--- src/rtl/rom_load_seq.sv ---
// Purpose: steer HPS ioctl downloads onto the core ROM write port, capture the title number, and hold the core in reset until a clean image has loaded.
// Latency: a byte sampled on edge n appears on ROMEN/ROMAD/ROMDT in cycle n+1; RUN is entered HOLD_CYC+1 edges after the DL_ACT fall is sampled.
// Backpressure: none; one byte per DL_WR cycle, back-to-back, and DL_ACT edges seen during HOLD are ignored.
module rom_load_seq #(
    parameter int AW       = 17,
    parameter int HOLD_CYC = 16
) (
    input  logic          MCLK,
    input  logic          RESET_N,
    input  logic          DL_ACT,
    input  logic          DL_WR,
    input  logic [7:0]    DL_IDX,
    input  logic [24:0]   DL_ADDR,
    input  logic [7:0]    DL_DATA,
    output logic [AW-1:0] ROMAD,
    output logic [7:0]    ROMDT,
    output logic          ROMEN,
    output logic [3:0]    TNO,
    output logic          CORE_RST,
    output logic          BUSY,
    output logic          DONE,
    output logic          ERR,
    output logic [15:0]   CSUM
);

    localparam int HW = (HOLD_CYC > 1) ? $clog2(HOLD_CYC) : 1;
    localparam logic [AW:0] CNT_MAX = {1'b1, {AW{1'b0}}};

    typedef enum logic [1:0] {
        ST_WAIT = 2'd0,
        ST_LOAD = 2'd1,
        ST_HOLD = 2'd2,
        ST_RUN  = 2'd3
    } state_t;

    state_t        state_q;
    state_t        state_d;
    logic          act_q;
    logic [HW-1:0] hold_q;
    logic [AW:0]   cnt_q;

    logic act_rise;
    logic act_fall;
    logic in_load;
    logic in_range;
    logic rom_wr;
    logic rom_ok;
    logic dl_start;

    // The edge is taken between the registered and the live level, so the
    // state moves on the same clock edge that first samples the new level.
    assign act_rise = DL_ACT & ~act_q;
    assign act_fall = ~DL_ACT & act_q;
    assign in_load  = (state_q == ST_LOAD);
    assign in_range = ((DL_ADDR >> AW) == 25'd0);
    assign rom_wr   = in_load & DL_WR & (DL_IDX == 8'd0);
    assign rom_ok   = rom_wr & in_range;
    assign dl_start = ((state_q == ST_WAIT) || (state_q == ST_RUN)) & act_rise;

    // Next-state decode and state-derived core controls.
    always_comb begin
        state_d  = state_q;
        CORE_RST = 1'b1;
        BUSY     = 1'b0;
        DONE     = 1'b0;
        case (state_q)
            ST_WAIT: begin
                if (act_rise) state_d = ST_LOAD;
            end
            ST_LOAD: begin
                BUSY = 1'b1;
                if (act_fall) state_d = ST_HOLD;
            end
            ST_HOLD: begin
                BUSY = 1'b1;
                if (hold_q == '0) begin
                    state_d = (!ERR && (cnt_q != '0)) ? ST_RUN : ST_WAIT;
                end
            end
            ST_RUN: begin
                CORE_RST = 1'b0;
                DONE     = 1'b1;
                if (act_rise) state_d = ST_LOAD;
            end
            default: state_d = ST_WAIT;
        endcase
    end

    // State register, DL_ACT history and the post-load hold counter.
    always_ff @(posedge MCLK or negedge RESET_N) begin
        if (!RESET_N) begin
            state_q <= ST_WAIT;
            act_q   <= 1'b0;
            hold_q  <= '0;
        end else begin
            state_q <= state_d;
            act_q   <= DL_ACT;
            if (in_load && act_fall) begin
                hold_q <= HW'(HOLD_CYC - 1);
            end else if ((state_q == ST_HOLD) && (hold_q != '0)) begin
                hold_q <= hold_q - 1'b1;
            end
        end
    end

    // ROM write port: a one-cycle strobe per accepted byte; address/data hold otherwise.
    always_ff @(posedge MCLK or negedge RESET_N) begin
        if (!RESET_N) begin
            ROMEN <= 1'b0;
            ROMAD <= '0;
            ROMDT <= '0;
        end else begin
            ROMEN <= rom_ok;
            if (rom_ok) begin
                ROMAD <= DL_ADDR[AW-1:0];
                ROMDT <= DL_DATA;
            end
        end
    end

    // Image bookkeeping: checksum, saturating byte count and sticky range error.
    always_ff @(posedge MCLK or negedge RESET_N) begin
        if (!RESET_N) begin
            CSUM  <= '0;
            cnt_q <= '0;
            ERR   <= 1'b0;
        end else if (dl_start) begin
            CSUM  <= '0;
            cnt_q <= '0;
            ERR   <= 1'b0;
        end else if (rom_ok) begin
            CSUM <= CSUM + {8'd0, DL_DATA};
            if (cnt_q != CNT_MAX) cnt_q <= cnt_q + 1'b1;
        end else if (rom_wr) begin
            ERR <= 1'b1;
        end
    end

    // Title number from index-1 writes; the last one in a download wins.
    always_ff @(posedge MCLK or negedge RESET_N) begin
        if (!RESET_N) begin
            TNO <= '0;
        end else if (in_load && DL_WR && (DL_IDX == 8'd1)) begin
            TNO <= DL_DATA[3:0];
        end
    end

endmodule

--- config.mk ---
export PLATFORM = sky130hd
export DESIGN_NAME = rom_load_seq
export DESIGN_NICKNAME = d
export VERILOG_FILES = /design/src/rtl/rom_load_seq.sv
export SDC_FILE = /design/constraint.sdc
export NUM_CORES = 1
export LEC_CHECK = 0
export CORE_MARGIN = 2
export CORE_UTILIZATION = 45
export CTS_BUF_LIST = sky130_fd_sc_hd__clkbuf_4 sky130_fd_sc_hd__clkbuf_8
export CTS_CLUSTER_SIZE = 20
export DETAILED_ROUTE_END_ITERATION = 12
export PLACE_DENSITY = 0.75
export SYNTH_ARGS = -nofsm -noshare
export SYNTH_HDL_FRONTEND = slang
export SYNTH_SLANG_ARGS = --single-unit
export TNS_END_PERCENT = 30
--- constraint.sdc ---
create_clock -name MCLK -period 2.6 [get_ports MCLK]
set_input_delay 0.39 -clock MCLK [delete_from_list [all_inputs] [get_ports MCLK]]
set_output_delay 0.39 -clock MCLK [all_outputs]
set_load 0.005 [all_outputs]
==> run summary, run 1 <==
The final standard cell area without fillers came out at 5030 µm². Routability-driven placement finished with a final weighted congestion of 0.8668. The proportion of synthesized chip area in sequential cells is 0.4974.

The internal portion of the total power is 2283 µW. The count of antenna diodes in the layout came out at 0. The post-synthesis area per instance is 9.240 µm².

The power density of the placed cells is 611.5 nW/µm². Entering global routing, the biggest net connects 73 pins. The number of antenna violations at the first check in global routing came out at 0. In this run the critical register-to-register path is captured at cnt_q[12]. The count of flip-flops with a built-in enable after synthesis came out at 0. For this design the static power due to leakage is 0.002332 µW. The via count of the first global-routing pass is 3,006. The CTS H-tree depth is 3. The area growth from synthesis to layout came out at 38.86%. The wire length of the first global-routing pass is 14,480 µm. The proportion of synthesized flip-flops having asynchronous set or reset came out at 1.000. After synthesis, the cell types taking the most area are sky130_fd_sc_hd__dfrtp_1, sky130_fd_sc_hd__nand2_1, sky130_fd_sc_hd__ha_1, sky130_fd_sc_hd__nor2_1, sky130_fd_sc_hd__xnor2_1.

The worst-case setup slack after placement is -0.06105 ns. IR analysis of the VDD net gives a maximum drop of 0.2872 mV. In the post-route analysis, the smallest setup slack over all paths is 0.2692 ns. The post-synthesis cell type with the largest combined area is sky130_fd_sc_hd__dfrtp_1. The combinational cell fraction of total power is 0.188. For the worst-skew pair, the clock arrives at the later sink with an insertion delay of 0.35 ns. The clock transition at the registers of the reported paths is 0.08 ns. Port buffering added 94 buffers. After detailed placement, the total cell area comes to 4736 µm².

The remaining routing DRC violations came out at 0. At the worst endpoint, the arrival time is 2.56 ns. The total via count after detailed routing came out at 3,077. The delay of the slowest cell on the worst path is 0.43 ns. The part of the total power dissipated in sequential elements came out at 0.397.

The TritonCTS sink count came out at 72. The average via count per standard cell is 5.103. The residual antenna-violating net count after detailed routing came out at 0. The clock period minus worst slack is 2.331 ns. For this configuration, the core starts out at a cell density of 0.4663. The fraction of layout cells with a size suffix above 1 is 0.08383. The number of endpoints with negative hold slack in the final report is 0.

The run finished with clean final reports. The worst hold slack across all endpoints came out at 0.1452 ns. The detailed router finished its first iteration with 140 violations. The area fraction of the dominant cell type after synthesis is 0.4974. The hold-fix buffer count after cts is 0. The setup violation total in the final timing report came out at 0. The area of the die came out at 8783 µm². During I/O placement, the number of pins put on the boundary was 95. The number of max-slew violations in the final report came out at 0. The count of placed standard cells including taps came out at 587. The headroom to the max-slew limit came out at 0.3998. CTS placed an instance of sky130_fd_sc_hd__clkbuf_8 at the clock tree root. The number of flip-flops and latches in the synthesized netlist is 72. The path class of the lowest-slack min-delay path is input pin to async pin. In this run the critical register-to-register path is launched from state_q[1]. The total half-perimeter wirelength after legalization and detailed placement came out at 6229 µm. The switching component of the power came out at 792.0 µW.

Synthesis produced a netlist whose cell count is 392. Walking the worst path, the cells encountered are clkdlybuf4s50_1, ha_1, fa_1, a21o_1, a221oi_1, buf_4, a21oi_1, nand4_1, xor2_1, nor2_1. The total area inside the core boundary comes to 7767 µm². The worst-case clock skew came out at 0.01199 ns. The x dimension of the die is 93.72 µm. The post-synthesis instance area is 3622 µm². The number of warnings reported in the yosys synthesis log came out at 0.

The number of clock buffers inserted by TritonCTS is 9. The sort of element at the start of the critical path is an input pin. The total length of routed wires is 8673 µm. The required time of the critical path came out at 2.83 ns. Summed over all layers, the global routing overflow is 0. The kind of end point of the critical path is a flip-flop. The class of the most critical setup path is input pin to flip-flop. For the worst flop-to-flop path, the logic depth is 9. The buffer levels on the longest clock path is 2. Of the total power, the share spent switching nets is 0.2575. The final worst-path cycle share came out at 0.8965.

The worst-margin pin slew came out at 0.9004 ns. The height of the chip is 93.72 µm. The slowest stage of the critical path belongs to the cell sky130_fd_sc_hd__clkdlybuf4s50_1.

The worst setup slack for register-to-register paths is 0.30 ns. The part of the power in the clock network came out at 0.415. The net count of the mapped netlist is 453. The net count of the finished layout is 557.

The unique cell type count in the Yosys netlist is 44. The max-cap check violation count is 0. After detailed routing, the average wire length per cell comes to 14.38 µm. The number of cells in the finished layout apart from fillers came out at 603. Setup repair after global routing left no endpoint under its margin. The highest achievable clock rate came out at 0.4290 GHz. In this run the core area contains 32 standard-cell rows. Along the worst path, the maximum fanout reaches 4. The most used flip-flop cell after synthesis is sky130_fd_sc_hd__dfrtp_1. The total routing resource utilization after global routing came out at 0.2119. TritonCTS built the clock tree. For this run, the detailed router's first-pass iteration total came to 5.
==> worst max-delay path: cells and delay by family <==
family / cells / cell delay, ns
and+or+nand+nor: 2 / 0.20
xor gates and xnor gates: 1 / 0.16
buffers and inverters: 2 / 0.59
adders and majority gates: 2 / 0.63
AOI/OAI and AO/OA: 3 / 0.58
==> state kept, by name, indices dropped and copies added, names as in the netlist <==
| name | flops |
|---|---|
| ERR | 1 |
| state_q | 2 |
| ROMEN | 1 |
| cnt_q | 18 |
| ROMDT | 8 |
| act_q | 1 |
| TNO | 4 |
| hold_q | 4 |
| CSUM | 16 |
| ROMAD | 17 |
==> Yosys cell counts (all sizes together) (3+ instances only) <==
cell type,instances
and3,3
mux2,4
xor2,14
dfrtp,72
o21ai,4
nand3,13
nor2,40
nand2,106
clkbuf,11
buf,3
xnor2,16
a21oi,14
ha,15
nor3,4
a211oi,5
inv,14
nor4,9
a21o,4
nor2b,3
nand4,11
==> per-stage QoR <==
stage          utilization  setup TNS [ns]  total power, µW
2_1_floorplan            -               0             1555
3_3_place_gp        0.6097        -0.02106             1795
3_5_place_dp        0.6097         -0.1139             1825
4_1_cts             0.6472               0             3097
5_1_grt             0.6476               0             3217
6_report            0.6476               0             3076
==> per-layer routing <==
layer	wire length, µm	GRT usage
met5	0	0
met1	3931	0.2900
met3	566	0.04976
met4	175	0.08333
met2	3999	0.3268
==> cells by family after synthesis <==
family,share of synthesized area
simple gates,0.2542
compound gates,0.06667
xor+xnor,0.07254
flops,0.4974
buf+inv,0.03385
fa+ha+maj,0.05734
mux,0.01796
==> timing repair <==
action / 4_1_cts / 5_1_grt
endpoints found under the setup margin: 0 / 5
gates resized for setup: 0 / 1
buffers inserted: 0 / 0
==> power by group through the flow <==
stage	sequential (µW)	clock (µW)	combinational [µW]
floorplan	1230	0	323
global placement	1240	0	556
detailed placement	1250	0	580
CTS	1220	1290	583
global route	1230	1350	638
finish	1220	1280	577
==> cell type report <==
cell class / count / area, µm²
fill: 637 / 2738
clock inverter: 7 / 167.7
clock buffer: 9 / 123.9
inverter: 14 / 55.05
tap: 102 / 127.6
multi-input combinational: 292 / 1705
sequential: 72 / 1802
timing repair buffer: 107 / 1049
==> worst max-delay path by stage <==
stage	endpoint	slack, ns	startpoint	cells past startpoint
3_3_place_gp	CSUM[10]	-0.02	DL_DATA[0]	10
3_5_place_dp	CSUM[10]	-0.06	DL_DATA[0]	10
4_1_cts	CSUM[2]	0.25	state_q[1]	9
2_1_floorplan	CSUM[10]	0.48	DL_DATA[0]	8
5_1_grt	cnt_q[10]	0.03	state_q[1]	9
6_report	CSUM[10]	0.27	DL_DATA[0]	10
==> cells in the final DEF, fill, tap and decap left out, types with 8 or more instances in the layout <==
cell type | Yosys | layout
sky130_fd_sc_hd__a21oi_1 | 14 | 14
sky130_fd_sc_hd__buf_4 | 0 | 13
sky130_fd_sc_hd__clkbuf_8 | 0 | 9
sky130_fd_sc_hd__clkdlybuf4s50_1 | 0 | 93
sky130_fd_sc_hd__dfrtp_1 | 72 | 72
sky130_fd_sc_hd__ha_1 | 15 | 15
sky130_fd_sc_hd__inv_1 | 13 | 13
sky130_fd_sc_hd__nand2_1 | 106 | 106
sky130_fd_sc_hd__nand3_1 | 13 | 13
sky130_fd_sc_hd__nand4_1 | 11 | 11
sky130_fd_sc_hd__nor2_1 | 40 | 39
sky130_fd_sc_hd__nor4_1 | 8 | 8
sky130_fd_sc_hd__xnor2_1 | 16 | 16
sky130_fd_sc_hd__xor2_1 | 14 | 14
(Power assumes the default switching activity.)
==> inputs of run 2 (changes only) <==
--- a/config.mk
+++ b/config.mk
@@ -11,6 +11,7 @@
 export CTS_CLUSTER_SIZE = 20
 export DETAILED_ROUTE_END_ITERATION = 12
 export PLACE_DENSITY = 0.75
+export RECOVER_POWER = 25
 export SYNTH_ARGS = -nofsm -noshare
 export SYNTH_HDL_FRONTEND = slang
 export SYNTH_SLANG_ARGS = --single-unit
==> run 2 against run 1 <==
  * Non-clock buffer count did not move
  * Largest power group unchanged
  * Register-to-register slack barely moved
  * Sequential share of layout area barely moved
  * Setup slack got worse by 0.0017 ns
  * Sequential power barely moved
  * Clock power barely moved
  * Sequential cell count did not move
  * The run now ends with max-capacitance violations, max-slew violations left
  * Combinational power barely moved
  * Hold slack improved by 0.32 ns
  * Largest cell class unchanged
  * Core utilization barely moved
  * Fmax barely moved
==> run summary, run 2 (synthesis results as in run 1) <==
The final standard cell area without fillers came out at 5027 µm². The count of antenna diodes in the layout is 0. The maximum ir drop on the vdd rail is 0.2872 mV. The maximum net fanout on the critical path came out at 4. The CTS H-tree depth came out at 3. The clock latency of the later-clocked register in the worst-skew pair is 0.35 ns.

Setup repair after global routing left no endpoint under its margin. The number of cells in the finished layout apart from fillers came out at 603. For the pin with the worst max-slew slack, the measured transition is 1.767 ns. The startpoint identified for the worst register-to-register timing path is state_q[1]. The clock passes through at most 2 buffers. The height of the chip is 93.72 µm. The headroom to the max-slew limit came out at -0.1781. After floorplanning, the core was divided into 32 placement rows.

In this run the standard cell core region covers 7767 µm². Summed over all layers, the routed wires come to 8704 µm. The weighted congestion at the end of routability-driven global placement is 0.8668. The area growth from synthesis to layout came out at 38.79%. The worst-case clock skew is 0.01155 ns. In this run the clock root is driven by a sky130_fd_sc_hd__clkbuf_8. Leaving out fill and tap cells, the most frequent cells in the layout are sky130_fd_sc_hd__nand2_1, sky130_fd_sc_hd__clkdlybuf4s50_1, sky130_fd_sc_hd__dfrtp_1. The signal arrival time at the worst endpoint is 2.57 ns. The path class of the lowest-slack min-delay path is flip-flop to flip-flop.

The remaining routing DRC violations is 0. The number of fill cells in the layout came out at 637. Setup violations remaining at the end of the flow were counted as 0. The final reports fail on max-capacitance violations, max-slew violations. Leaving out fill and tap cells, the most frequent cell in the layout is sky130_fd_sc_hd__nand2_1.

The TritonCTS sink count is 72. The number of endpoints with negative hold slack in the final report came out at 0. In the final timing run, aggregate negative setup slack is 0 ns. The number of antenna violations at the first check in global routing is 0. The starting density of the core is 0.4663.

The power density of the placed cells came out at 612.0 nW/µm². The number of top-level design ports is 95. The number of max-slew violations in the final report is 73. The max-cap check violation count came out at 1. The kind of end point of the critical path is a flip-flop. For hold timing, the worst endpoint is ROMDT[6]. The total half-perimeter wirelength after legalization and detailed placement came out at 6229 µm. The utilization after layout is 0.6472. The detailed-route wire length per cell is 14.43 µm. The number of flip-flops under the largest register name is 18. The clock period could shrink to 2.333 ns.

The detailed-router iteration count before antenna repair came out at 4. Total power for the finished layout comes to 3077 µW. The hold path startpoint is ROMDT[6]. After clock tree synthesis, the flow added hold-fix buffers numbering 0. In the routed layout, each cell is associated on average with a via count of 5.104. The number of cells on the worst hold path came out at 2. For the worst setup path, the data required time is 2.83 ns. Entering global routing, the biggest net connects 73 pins. The total number of nets in the final design is 557.

The via count of the first global-routing pass is 3,006. The total routing resource utilization after global routing is 0.2119. The worst register-to-register path ends at cnt_q[12]. The area of the die is 8783 µm². The clock tree from TritonCTS is yes. The highest achievable clock rate came out at 0.4287 GHz. The register ranked first by flip-flop count is cnt_q. Once detail routing completed, the nets flagged for antenna violations numbered 0. The wire length of the first global-routing pass came out at 14,480 µm. The class of the most critical setup path is input pin to flip-flop. The final worst-path cycle share is 0.8971.

Of the cells placed in the final design, the portion with a size suffix greater than 1 is 0.08383. The worst setup slack for register-to-register paths came out at 0.30 ns. The worst setup path is launched from an input pin. Summing all placed instances gives a cell area of 4736 µm². The x dimension of the die came out at 93.72 µm. The clock transition at the registers of the reported paths came out at 0.07 ns. The largest registers in the layout are cnt_q (18), ROMAD (17), CSUM (16). The total via count after detailed routing is 3,078. The flow ran to the end, but the final reports show violations. After global routing the overflow that remains totals 0. The DRC marker count from the first detailed-route iteration is 140.

The analysis attributes to cell leakage a power of 0.002332 µW. After detailed placement, the design holds a cell count of 587. The number of cells on the worst reg-to-reg path is 9.

Buffers placed on the I/O ports in this run total 94. The number of clock buffers inserted by TritonCTS came out at 9.
run 2: per-layer routing:
layer | wire, µm | part of all wire | global-route usage | up-vias
met1 | 4002 | 0.46 | 0.2900 | 1443
met4 | 186 | 0.021 | 0.08333 | 0
met2 | 3987 | 0.46 | 0.3268 | 103
met5 | 0 | 0 | 0 | -
li1 | - | - | - | 1517
met3 | 527 | 0.061 | 0.04976 | 15
run 2: cell type report:
| class | count | area (µm²) | area share |
|---|---|---|---|
| Clock buffer | 9 | 123.9 | 0.02464 |
| Clock inverter | 7 | 167.7 | 0.03335 |
| Inverter | 14 | 55.05 | 0.01095 |
| Multi-Input combinational cell | 292 | 1705 | 0.3392 |
| Sequential cell | 72 | 1802 | 0.3584 |
| Tap cell | 102 | 127.6 | 0.02539 |
| Timing Repair Buffer | 107 | 1046 | 0.2081 |
run 2: how the worst max path moves through the flow:
stage	slack, ns	start	end	cells past startpoint
2_1_floorplan	0.48	DL_DATA[0]	CSUM[10]	8
3_3_place_gp	-0.02	DL_DATA[0]	CSUM[10]	10
3_5_place_dp	-0.06	DL_DATA[0]	CSUM[10]	10
4_1_cts	0.25	state_q[1]	CSUM[2]	9
5_1_grt	0.03	state_q[1]	cnt_q[10]	9
6_report	0.27	DL_DATA[0]	CSUM[10]	10
run 2: worst max-delay path, stage by stage:
cell and delay (ns):
sky130_fd_sc_hd__clkdlybuf4s50_1 0.43, sky130_fd_sc_hd__ha_1 0.24, sky130_fd_sc_hd__fa_1 0.39, sky130_fd_sc_hd__a21o_1 0.20
sky130_fd_sc_hd__a221oi_1 0.24, sky130_fd_sc_hd__buf_4 0.16, sky130_fd_sc_hd__a21oi_1 0.14, sky130_fd_sc_hd__nand4_1 0.14
sky130_fd_sc_hd__xor2_1 0.16, sky130_fd_sc_hd__nor2_1 0.06
run 2: repair_timing:
action	in CTS	in global routing
setup buffers	0	0
gates resized for setup	0	1
endpoints found under the setup margin	0	5
run 2: power breakdown:
part	leakage [µW]	switching [µW]	internal (µW)
Combinational	0.00120	304	273
Sequential	0.000991	46.6	1180
Clock	0.000144	443	835
run 2: through the flow:
| stage | hold slack (ns) | setup WS, ns |
|---|---|---|
| floorplan | 0.09441 | 0.4848 |
| global placement | 0.4495 | -0.02104 |
| detailed placement | 0.4548 | -0.06105 |
| CTS | 0.2036 | 0.2520 |
| global route | 0.4885 | 0.03184 |
| finish | 0.4696 | 0.2674 |
==> patch 1: new RTL, flow settings as in run 1 <==
The output `ROMEN` loses its register stage (`ROMEN` becomes a continuous assignment). Comments in the files are not updated.
--- a/src/rtl/rom_load_seq.sv
+++ b/src/rtl/rom_load_seq.sv
@@ -107,9 +107,7 @@
     always_ff @(posedge MCLK or negedge RESET_N) begin
         if (!RESET_N) begin
-            ROMEN <= 1'b0;
             ROMAD <= '0;
             ROMDT <= '0;
         end else begin
-            ROMEN <= rom_ok;
             if (rom_ok) begin
                 ROMAD <= DL_ADDR[AW-1:0];
@@ -118,4 +116,6 @@
         end
     end
+
+    assign ROMEN = rom_ok;
 
     // Image bookkeeping: checksum, saturating byte count and sticky range error.
Check against the original RTL: not equivalent (a bounded check fails within 4 cycles, from zero or initial values and one cycle with RESET_N low).
==> patch 1 against run 1 <==
  * Clock skew is 0.0016 ns lower
  * Worst setup slack worse by 0.12 ns
  * Final area is 0.57% higher
  * Combinational power is 9.2% higher
  * Total power is 13% lower
  * Clock power is 35% lower
  * Synthesized area is 0.69% lower
  * Routed wire length is 0.36% higher
  * Sequential cell count is 1 lower
  * Non-clock buffer count is 18 higher
  * Core utilization is 0.71 points higher
  * Global-route usage is 0.073 points higher
  * Synthesized cell count is 0.26% lower
  * Critical path type is now primary input to output pin
  * Largest power group is now registers
  * Highest routed layer unchanged
==> patch 1: results (changes against run 1) <==
- outcome: completed, unchanged
- via count of the first global-routing pass: 3146, was 3006
- cell count of the worst reg-to-reg path: 15, was 9
- total half-perimeter wirelength after legalization and detailed placement: 6161 microns, was 6229 microns
- Final Hold Vio Count: 0, unchanged
- most instantiated flip-flop cell in the synthesis netlist: sky130_fd_sc_hd__dfrtp_1, unchanged
- crit path max fanout: 2, was 4
- FFs w/ async S/R, synth: 1.000, unchanged
- number of antenna-violating nets in the routed design: 0, unchanged
- multi-input gate area in the final layout: 1745 sq um, was 1705 sq um
- worst vdd rail ir drop: 0.3235 mV, was 0.2872 mV
- first-pass GRT wire length: 14600 microns, was 14480 microns
- final critical path time including I/O delays and setup: 2.447 ns, was 2.331 ns
- worst clock skew: 0.01036 ns, was 0.01199 ns
- yosys warns: 0, unchanged
- worst slack at placement: -0.1445 ns, was -0.06105 ns
- Max-Slew Margin vs Limit: 0.4080, was 0.3998
- syn_nets: 452, was 453
- count of port buffers added during placement: 94, unchanged
- Routability Congestion: 0.8329, was 0.8668
- count of placed standard cells including taps: 591, was 587
- later-pin clock latency in the skew report: 0.36 ns
- initial antenna violation count: 0, unchanged
- reported leakage power: 2.369 nW, was 2.332 nW
- detailed-router iteration count before antenna repair: 4, was 5
- CP arrival: 2.06 ns, was 2.56 ns
- Post-Route Hold Slack: 0.1446 ns, was 0.1452 ns
- critical path launch point: DL_IDX[4], was DL_DATA[0]
- pin count of the biggest net entering global routing: 72, was 73
- capturing element of the worst setup path: ROMEN, was CSUM[10]
- clock root buffer: sky130_fd_sc_hd__clkbuf_8, unchanged
- class of the tightest hold or removal check: primary input to async pin, unchanged
- largest stage delay on the critical path: 0.44 ns
- delay-heaviest family, CP: buffers and inverters, was adder cells
- worst reg2reg setup slack: 0.18 ns, was 0.30 ns
- commonest cells in the synthesized netlist: sky130_fd_sc_hd__nand2_1, sky130_fd_sc_hd__dfrtp_1, sky130_fd_sc_hd__nor2_1, unchanged
- sequential-to-total area share from yosys stat: 0.4939, was 0.4974
- ratio of cells with drive above 1 in the final layout: 0.1274, was 0.08383
- post-detailed-routing wire length: 8704 microns, was 8673 microns
- biggest area contributors in the synthesized netlist: sky130_fd_sc_hd__dfrtp_1, sky130_fd_sc_hd__nand2_1, sky130_fd_sc_hd__ha_1, unchanged
- destination of the worst register-to-register timing path: cnt_q[13], was cnt_q[12]
- Nets: 574, was 557
- Pins Over Slew Limit: 0, unchanged
- cell with the largest stage delay on the worst path: sky130_fd_sc_hd__clkdlybuf4s50_1, unchanged
- Vias per Instance: 5.127, was 5.103
- Cell Area, Placed: 4736 sq um, unchanged
- final cell count without fillers: 620, was 603
- largest registers ranked by flip-flop count: cnt_q x18, ROMAD x17, CSUM x16, unchanged
- number of violations reported at the end of detailed-routing iteration 0: 130, was 140
- clock-pin slew on the worst setup and hold paths: 0.08 ns, about the same
- layout filler cell count: 624, was 637
- switching component of the power: 0.8042 mW, was 0.7920 mW
- overall routing resource usage: 0.2126, was 0.2119
- count of unique library cells instantiated by Yosys: 44, unchanged
- Synth Instances: 391, was 392
- number of buffers on the longest clock path: 2, unchanged
-- patch 1: cell types whose count changed after synthesis --
cell                      change
sky130_fd_sc_hd__dfrtp_1      -1
-- patch 1: how the worst min path moves through the flow --
stage                     end
floorplan             CSUM[0]
CTS                   CSUM[5]
finish              hold_q[2]
detailed placement  ROMAD[14]
global route        hold_q[2]
global placement     ROMAD[3]
-- patch 1: metal layers --
metal | up-vias | track usage | share of wire
met5 | - | 0 | 0
met4 | 0 | 0.08456 | 0.017
met3 | 14 | 0.05077 | 0.051
met2 | 80 | 0.3273 | 0.47
met1 | 1527 | 0.2902 | 0.46
li1 | 1558 | - | -
-- patch 1: power by group through the flow --
stage	Clock [mW]	Sequential (mW)	Combinational, mW
after floorplan	0	1.22	0.323
after global placement	0	1.22	0.556
after detailed placement	0	1.23	0.578
after CTS	0.846	1.21	0.596
after global routing	0.905	1.22	0.703
final	0.828	1.21	0.630
-- patch 1: worst reg2reg max path: stages (launching register included) --
cell,delay [ns]
sky130_fd_sc_hd__dfrtp_1,0.42
sky130_fd_sc_hd__inv_2,0.09
sky130_fd_sc_hd__ha_4,0.12
sky130_fd_sc_hd__nor2b_4,0.15
sky130_fd_sc_hd__nand4_1,0.11
sky130_fd_sc_hd__buf_4,0.16
sky130_fd_sc_hd__buf_4,0.12
sky130_fd_sc_hd__buf_4,0.12
sky130_fd_sc_hd__buf_4,0.12
sky130_fd_sc_hd__buf_4,0.12
sky130_fd_sc_hd__buf_4,0.13
sky130_fd_sc_hd__nor4_4,0.19
sky130_fd_sc_hd__buf_4,0.18
sky130_fd_sc_hd__nand3_1,0.10
sky130_fd_sc_hd__xor2_1,0.14
sky130_fd_sc_hd__nor2_1,0.05
-- patch 1: cell type report --
cell class	instances	area share
tap	102	0.02523
sequential	71	0.3515
timing repair buffer	125	0.2315
clock inverter	5	0.006431
multi-input combinational	292	0.3450
clock buffer	11	0.02993
inverter	14	0.01039
-- patch 1: cells by family (layout without fill, tap and decap cells) --
group / count (synthesis) / after routing / synth area share
AOI/OAI and AO/OA: 36 / 36 / 0.06714
muxes: 6 / 6 / 0.01809
adders and majority gates: 16 / 16 / 0.05774
and+or+nand+nor: 204 / 204 / 0.2560
buffers and inverters: 28 / 155 / 0.03408
DFF: 71 / 71 / 0.4939
xor gates and xnor gates: 30 / 30 / 0.07304
-- patch 1: what timing repair did --
item,CTS,global route
buffers inserted,7,6
setup endpoints to repair,1,4
pin swaps,2,2
gates resized for setup,8,4
==> patch 2: new RTL, config.mk and constraints of run 1 <==
Without the edit above. Set the parameter `HOLD_CYC` to 8 (it was 16).
--- a/src/rtl/rom_load_seq.sv
+++ b/src/rtl/rom_load_seq.sv
@@ -4,5 +4,5 @@
 module rom_load_seq #(
     parameter int AW       = 17,
-    parameter int HOLD_CYC = 16
+    parameter int HOLD_CYC = 8
 ) (
     input  logic          MCLK,
Behaviour: no difference found for any inputs over 10 cycles, from zero or initial values and one cycle with RESET_N low; that may be too few to reach the edited logic, so the function may still have changed.
==> patch 2 against run 1 <==
  * Clock power shrank 30%
  * Final area is 3.0% higher
  * Sequential cell count down 1
  * Total power down 13%
  * Worst setup slack got worse by 0.19 ns
  * Synthesized area rose by 3.6%
  * Routed wire length increased by 8.6%
  * Global-route usage is 0.53 points higher
  * Synthesized cell count is 2.0% higher
==> patch 2: results (changes against run 1) <==
- number of violations reported at the end of detailed-routing iteration 0: 157, was 140
- part of the power in the clock network: 0.335, was 0.415
- worst clock skew: 0.01460 ns, was 0.01199 ns
- sequential-to-total area share from yosys stat: 0.4735, was 0.4974
- multi-input combinational gate total: 300, was 292
- biggest area contributors in the synthesized netlist: sky130_fd_sc_hd__dfrtp_1, sky130_fd_sc_hd__nand2_1, sky130_fd_sc_hd__ha_1, unchanged
- worst vdd rail ir drop: 0.5342 mV, was 0.2872 mV
- number of non-clock inverters: 15, was 14
- Synth Instances: 400, was 392
- post-detailed-route wirelength per cell: 15.04 microns, was 14.38 microns
- ratio of final minimum period to clock period: 0.9680, was 0.8965
- adder and majority cell fraction of the synthesized area: 0.05535, was 0.05734
- cell count of the worst reg-to-reg path: 7, was 9
- GRT met2 Usage: 0.3492, was 0.3268
- count of placed standard cells including taps: 610, was 587
- met3 Usage GRT: 0.04111, was 0.04976
- clock buffer instance count of the final layout: 10, was 9
- outcome: completed, unchanged
- syn_nets: 461, was 453
- Non-Clock Buffer Area Fraction: 0.2216, was 0.2085
- Via Count: 3429, was 3077
- power density relative to cell area: 515.9 nW/um^2, was 611.5 nW/um^2
- pin count of the biggest net entering global routing: 72, was 73
- overall routing resource usage: 0.2172, was 0.2119
- Nets: 577, was 557
- number of sequential cells: 71, was 72
- actual transition at the worst max-transition pin: 0.4203 ns, was 0.9004 ns
[patch 2: worst max-delay path, stage by stage, from the launching register on]
cell and delay [ns]:
sky130_fd_sc_hd__dfrtp_1 0.41, sky130_fd_sc_hd__inv_1 0.08, sky130_fd_sc_hd__ha_1 0.16, sky130_fd_sc_hd__or2b_2 0.34, sky130_fd_sc_hd__or3b_1 0.47, sky130_fd_sc_hd__or4_4 0.56, sky130_fd_sc_hd__o311ai_2 0.26, sky130_fd_sc_hd__o41ai_2 0.12
[patch 2: routing by layer]
| metal | routed length, microns | share of wire |
|---|---|---|
| met1 | 4174 | 0.44 |
| met2 | 4533 | 0.48 |
| met3 | 515 | 0.055 |
| met4 | 194 | 0.021 |
| met5 | 0 | 0 |
